[config.mk]
export PLATFORM = sky130hd
export DESIGN_NAME = fb_writer
export DESIGN_NICKNAME = d
export VERILOG_FILES = /design/src/rtl/fb_writer_pkg.sv /design/src/rtl/fb_unpack.sv /design/src/rtl/fb_writer.sv
export SDC_FILE = /design/constraint.sdc
export NUM_CORES = 1
export LEC_CHECK = 0
export ABC_CLOCK_PERIOD_IN_PS = 5600
export CAP_MARGIN = 20
export CORE_MARGIN = 2
export CORE_UTILIZATION = 40
export DETAILED_ROUTE_END_ITERATION = 16
export GPL_ROUTABILITY_DRIVEN = 0
export HOLD_SLACK_MARGIN = 0.02
export SLEW_MARGIN = 20
export SYNTH_ARGS = -nofsm -noshare
export SYNTH_HDL_FRONTEND = slang
export SYNTH_SLANG_ARGS = --single-unit
[constraint.sdc]
create_clock -name clk -period 5.6 [get_ports clk]
set_clock_uncertainty 0.2 [all_clocks]
set_input_delay 0.84 -clock clk [delete_from_list [all_inputs] [get_ports clk]]
set_output_delay 0.84 -clock clk [all_outputs]
set_load 0.02 [all_outputs]
[src/rtl/fb_writer_pkg.sv]
// Shared constants and encodings for the frame buffer writer.
package fb_writer_pkg;
  localparam int NPIX_DEF   = 1024;
  localparam int NBYTES_DEF = 1536;
  localparam int ROW_W      = 4;
  localparam int COL_W      = 6;
  localparam int BYTE_W     = 11;

  typedef enum logic {
    FILL      = 1'b0,
    WAIT_SWAP = 1'b1
  } state_t;

  localparam logic [1:0] WR_EN_NONE = 2'b00;
  localparam logic [1:0] WR_EN_LO   = 2'b01;
  localparam logic [1:0] WR_EN_HI   = 2'b10;
endpackage

[src/rtl/fb_unpack.sv]
// Turns a 3-byte group into two 12-bit pixels; pix_vld is combinational on the
// byte that completes a pixel. clr returns the phase to the first byte.
module fb_unpack (
  input  logic        clk,
  input  logic        rstn,
  input  logic        in_vld,
  input  logic [7:0]  in_dat,
  input  logic        clr,
  output logic        pix_vld,
  output logic [11:0] pix_dat
);
  logic [1:0] phase_q, phase_d;
  logic [7:0] lo_q, lo_d;
  logic [3:0] nib_q, nib_d;

  always_comb begin
    phase_d = phase_q;
    lo_d    = lo_q;
    nib_d   = nib_q;
    pix_vld = 1'b0;
    pix_dat = 12'h000;
    if (in_vld) begin
      case (phase_q)
        2'd0: begin
          lo_d    = in_dat;
          phase_d = 2'd1;
        end
        2'd1: begin
          pix_vld = 1'b1;
          pix_dat = {in_dat[3:0], lo_q};
          nib_d   = in_dat[7:4];
          phase_d = 2'd2;
        end
        default: begin
          pix_vld = 1'b1;
          pix_dat = {in_dat, nib_q};
          phase_d = 2'd0;
        end
      endcase
    end
    if (clr) phase_d = 2'd0;
  end

  always_ff @(posedge clk) begin
    if (!rstn) begin
      phase_q <= 2'd0;
      lo_q    <= 8'h00;
      nib_q   <= 4'h0;
    end else begin
      phase_q <= phase_d;
      lo_q    <= lo_d;
      nib_q   <= nib_d;
    end
  end
endmodule

[src/rtl/fb_writer.sv]
// Double-buffered frame writer: fills the hidden bank from a byte stream, then
// waits for a scanner rising edge on disp_done to swap banks.
module fb_writer
  import fb_writer_pkg::*;
#(
  parameter int NPIX   = NPIX_DEF,
  parameter int NBYTES = NBYTES_DEF
) (
  input  logic        clk,
  input  logic        rstn,
  input  logic [7:0]  s_data,
  input  logic        s_valid,
  input  logic        s_last,
  output logic        s_ready,
  input  logic        disp_done,
  output logic [9:0]  wr_addr,
  output logic [23:0] wr_data,
  output logic [1:0]  wr_en,
  output logic        rd_bank,
  output logic        frame_ok,
  output logic        frame_err
);
  localparam int PIX_W = $clog2(NPIX);
  localparam logic [BYTE_W-1:0] LAST_BYTE = BYTE_W'(NBYTES - 1);

  state_t             state_q, state_d;
  logic [BYTE_W-1:0]  byte_cnt_q, byte_cnt_d;
  logic [PIX_W-1:0]   pix_cnt_q, pix_cnt_d;
  logic               rd_bank_q, rd_bank_d;
  logic               disp_done_q;
  logic [1:0]         wr_en_q, wr_en_d;
  logic [9:0]         wr_addr_q, wr_addr_d;
  logic [23:0]        wr_data_q, wr_data_d;
  logic               frame_ok_q, frame_ok_d;
  logic               frame_err_q, frame_err_d;
  logic               accept, is_last_byte, unpack_clr, pix_vld;
  logic [11:0]        pix_dat;

  assign s_ready      = rstn & (state_q == FILL);
  assign accept       = s_valid & s_ready;
  assign is_last_byte = (byte_cnt_q == LAST_BYTE);

  fb_unpack u_unpack (
    .clk     (clk),
    .rstn    (rstn),
    .in_vld  (accept),
    .in_dat  (s_data),
    .clr     (unpack_clr),
    .pix_vld (pix_vld),
    .pix_dat (pix_dat)
  );

  always_comb begin
    state_d     = state_q;
    byte_cnt_d  = byte_cnt_q;
    pix_cnt_d   = pix_cnt_q;
    rd_bank_d   = rd_bank_q;
    wr_en_d     = WR_EN_NONE;
    wr_addr_d   = wr_addr_q;
    wr_data_d   = wr_data_q;
    frame_ok_d  = 1'b0;
    frame_err_d = 1'b0;
    unpack_clr  = 1'b0;
    case (state_q)
      FILL: begin
        if (accept) begin
          // s_last must coincide exactly with the final byte index
          if (s_last != is_last_byte) begin
            frame_err_d = 1'b1;
            byte_cnt_d  = '0;
            pix_cnt_d   = '0;
            unpack_clr  = 1'b1;
          end else begin
            if (pix_vld) begin
              wr_en_d   = pix_cnt_q[PIX_W-1] ? WR_EN_HI : WR_EN_LO;
              wr_addr_d = {~rd_bank_q, pix_cnt_q[PIX_W-2:0]};
              wr_data_d = {pix_dat, pix_dat};
              pix_cnt_d = pix_cnt_q + PIX_W'(1);
            end
            if (is_last_byte) begin
              frame_ok_d = 1'b1;
              byte_cnt_d = '0;
              pix_cnt_d  = '0;
              unpack_clr = 1'b1;
              state_d    = WAIT_SWAP;
            end else begin
              byte_cnt_d = byte_cnt_q + BYTE_W'(1);
            end
          end
        end
      end
      WAIT_SWAP: begin
        if (disp_done && !disp_done_q) begin
          rd_bank_d  = ~rd_bank_q;
          byte_cnt_d = '0;
          pix_cnt_d  = '0;
          unpack_clr = 1'b1;
          state_d    = FILL;
        end
      end
      default: state_d = FILL;
    endcase
  end

  always_ff @(posedge clk) begin
    if (!rstn) begin
      state_q     <= FILL;
      byte_cnt_q  <= '0;
      pix_cnt_q   <= '0;
      rd_bank_q   <= 1'b0;
      disp_done_q <= 1'b0;
      wr_en_q     <= WR_EN_NONE;
      wr_addr_q   <= '0;
      wr_data_q   <= '0;
      frame_ok_q  <= 1'b0;
      frame_err_q <= 1'b0;
    end else begin
      state_q     <= state_d;
      byte_cnt_q  <= byte_cnt_d;
      pix_cnt_q   <= pix_cnt_d;
      rd_bank_q   <= rd_bank_d;
      disp_done_q <= disp_done;
      wr_en_q     <= wr_en_d;
      wr_addr_q   <= wr_addr_d;
      wr_data_q   <= wr_data_d;
      frame_ok_q  <= frame_ok_d;
      frame_err_q <= frame_err_d;
    end
  end

  assign wr_en     = wr_en_q;
  assign wr_addr   = wr_addr_q;
  assign wr_data   = wr_data_q;
  assign rd_bank   = rd_bank_q;
  assign frame_ok  = frame_ok_q;
  assign frame_err = frame_err_q;
endmodule

==> impl_metrics.csv <==
group,metric,value,unit
cts,postCtsSetupBuffers,0,
final_layout,drive_gt1_share,6.08,%
timing,min_period_over_period,67.0,%
synthesis,ys.warnings.count,0,
grt,grtUsageTotal,16.4,%
place,hpwl,4.41,mm
cts,cts_hold_buf,0,
final_layout,area_delta_synth_final,24.4,%
job,cap_violations,0,
timing,slew_viol_final,0,
timing,tns,0,ns
power_and_ir_drop,comb_power_share,5.6,%
cts,cts_buffers,9,
final_layout,utilization,51.6,%
grt,grt_pass1_vias,2357,
synthesis,ys_seq_area_share,42.6,%
floorplan,dieArea,0.00823,mm^2
place,placed_cell_area,0.00347,mm^2
setup_path,cp_max_fo,20,
power_and_ir_drop,worst_ir_drop_vdd,0.161,mV
cts,ctsHtreeMaxLevel,3,
worst_hold_path,min_path_cells,2,
timing,clock.fmax,267,MHz
worst_hold_path,min_path_type,"reg2reg",
cts,clk_latency,0.33,ns
setup_path,arrival,3.80,ns
timing,hold_slack,0.262,ns
cts,root_buffer,"clkbuf_8",
routing,vias,2514,
power_and_ir_drop,fin_total_pwr,0.00106,W
setup_path,cp_slowest_cell,"a31oi_2",
setup_path,crit_type,"reg2reg",
synthesis,netlist_area,0.00301,mm^2
timing,max_slew_margin,32.2,%
setup_path,end_kind,"register",
cts,cts_tree,"built",
final_layout,fin_area,0.00374,mm^2
setup_path,r2r_cells,8,
power_and_ir_drop,power_frac_seq,44.4,%
cts,clock_path_buffers,2,
grt,antenna_found_initial,0,
floorplan,die_x,90.7,um
timing,tightestPinTransition,1.02,ns
floorplan,coreArea,0.00725,mm^2
floorplan,rows,31,
synthesis,ys_ff_latch,64,
grt,use_met3,2.75,%
power_and_ir_drop,p_leak,1.41,nW
power_and_ir_drop,netSwitchingFraction,20.5,%
grt,grt_max_degree,39,
setup_path,start_kind,"register",
power_and_ir_drop,internal_power,0.000840,W
place,io_buffers,52,
setup_path,cp_num_buf_inv,0,
cts,post_cts_resized,0,
timing,period_needed,3.75,ns
routing,detail_route.wl_per_cell,13.8,um
setup_path,path_cells,"ha_1 > and4_1 > nand3_1 > ha_1 > or3b_1 > a31oi_2 > o21ai_1 > o21ai_0",
setup_path,max_stage_delay,0.70,ns
synthesis,synth.net_count,359,
routing,first_iter_violations,144,
setup_path,crit_top_cell,"ha_1",
setup_path,cp_data_required_time,5.65,ns
floorplan,io_pins,53,
status,status,"finished, final reports clean",
routing,drc,0,
routing,postRouteAntennaNets,0,
floorplan,die_h,90.7,um
grt,grt_overflow,0,
grt,busiest_layer,"met2",
synthesis,syn_inst,342,
grt,use_met2,26.1,%
final_layout,fin_nets,390,
synthesis,synthDistinctLibCells,44,
setup_path,path_depth,8,
setup_path,cp_top_family,"compound AO/OA/AOI/OAI gates",
routing,via_per_inst,5.27,
floorplan,initial_core_util,41.5,%
power_and_ir_drop,pwr_density_cell,282,mW/mm^2
routing,wl,6.60,mm
power_and_ir_drop,p_clk_share,50.0,%
final_layout,layout_common_cells,"dfxtp_1, clkdlybuf4s50_1, nand2_1",
cts,numClockSinks,64,
grt,grt_use_met1,21.8,%
grt,grt_first_pass_wirelength,11.2,mm
cts,clkTransAtPathRegs,0.07,ns
timing,grt_setup_unrepaired,"false",
timing,setup_viol,0,
timing,hold_viol,0,
routing,drt_pass1_iterations,4,
final_layout,antenna_cells,0,
final_layout,mostFrequentLayoutCell,"dfxtp_1",
synthesis,avgSynthCellArea,8.79,um^2
power_and_ir_drop,netSwitchingPower,0.000217,W
## layer usage
metal	routed length [um]	up-vias	share of wire, %
li1	-	1269	-
met1	3270	1175	50
met2	2920	59	44
met3	277	11	4.2
met4	125	0	1.9
met5	0	-	0
## path summary, 6_finish.rpt
path | from | end | slack, ns
max | byte_cnt_q[0] | pix_cnt_q[9] | 1.85
min | u_unpack.nib_q[1] | u_unpack.nib_q[1] | 0.26
max reg2reg | byte_cnt_q[0] | pix_cnt_q[9] | 1.85
min reg2reg | u_unpack.nib_q[1] | u_unpack.nib_q[1] | 0.26
## power by group through the flow
stage	clock, W	sequential (W)	combinational [W]
after floorplan	0	0.000478	0.0000383
after global placement	0	0.000479	0.0000587
after detailed placement	0	0.000479	0.0000594
after CTS	0.000541	0.000469	0.0000595
after global routing	0.000559	0.000470	0.0000651
final	0.000528	0.000469	0.0000588
## cells in the mapped netlist
master      n  share of area [%]
a21boi_1    1               0.25
nand4_1     2               0.42
nand3_1    19                3.2
o2111ai_1   4                1.2
nor2b_1    11                2.3
a31oi_1     2               0.42
o311ai_0    1               0.29
a31oi_2     1               0.42
o31ai_1     1               0.25
inv_1      10                1.2
o22a_1      1               0.29
o21ai_1     3               0.50
dfxtp_1    64                 43
nor3b_2     1               0.42
a32oi_1     3               0.87
o21ai_0    20                3.3
and2_1      4               0.83
buf_4      14                3.5
clkbuf_1   10                1.2
and3b_1     2               0.58
nand2b_1    2               0.42
o31a_1      1               0.29
and3_1      1               0.21
nor3_4      1               0.54
nand3b_1    2               0.50
or4_1       1               0.25
buf_2       9                1.5
ha_1        4                1.7
nor3_1      7                1.2
or3_1       1               0.21
xor2_1      8                2.3
o211a_1    13                4.3
buf_6       1               0.37
a21boi_0   12                3.0
o21a_1      3               0.75
and4_1      3               0.87
a21oi_1     6                1.0
nor4_1      2               0.42
nand2_1    47                5.9
or3b_1      1               0.29
mux2i_1     8                2.7
nand3b_4    1               0.67
nor2_1     15                1.9
o211ai_1   19                4.7
## sequential cells by signal (all words and copies together) (netlist names), 2 cells and up
signal	cells
u_unpack.nib_q	4
pix_cnt_q	10
wr_data	12
byte_cnt_q	11
u_unpack.lo_q	8
u_unpack.phase_q	2
wr_addr	10
wr_en	2
## stage by stage
stage	cells	setup slack [ns]
detailed placement	461	1.67
global route	477	1.54
floorplan	342	3.00
global placement	461	1.77
finish	477	1.85
CTS	477	1.82
## layout make-up
| cell class | instances | area, um^2 |
|---|---|---|
| Clock buffer | 10 | 138 |
| Clock inverter | 6 | 130 |
| Fill cell | 715 | 3510 |
| Inverter | 10 | 37.5 |
| Multi-Input combinational cell | 234 | 1490 |
| Sequential cell | 64 | 1280 |
| Tap cell | 99 | 124 |
| Timing Repair Buffer | 54 | 536 |
## worst reg2reg max path: cells and delay by family, from the launching register on
family | cells | cell delay, ns
AND/OR/NAND/NOR | 3 | 0.94
adder cells (fa/ha/maj) | 2 | 0.81
flip-flops | 1 | 0.40
AO/OA/AOI/OAI | 3 | 1.32
## logic make-up after synthesis
family	Yosys count	share of synthesized area (%)
adders and majority gates	4	1.66
and+or+nand+nor	123	21.0
DFF	64	42.6
xor gates and xnor gates	8	2.33
AOI/OAI and AO/OA	91	21.9
muxes	8	2.66
buffers and inverters	44	7.87
Power figures use the tool's default switching activity.
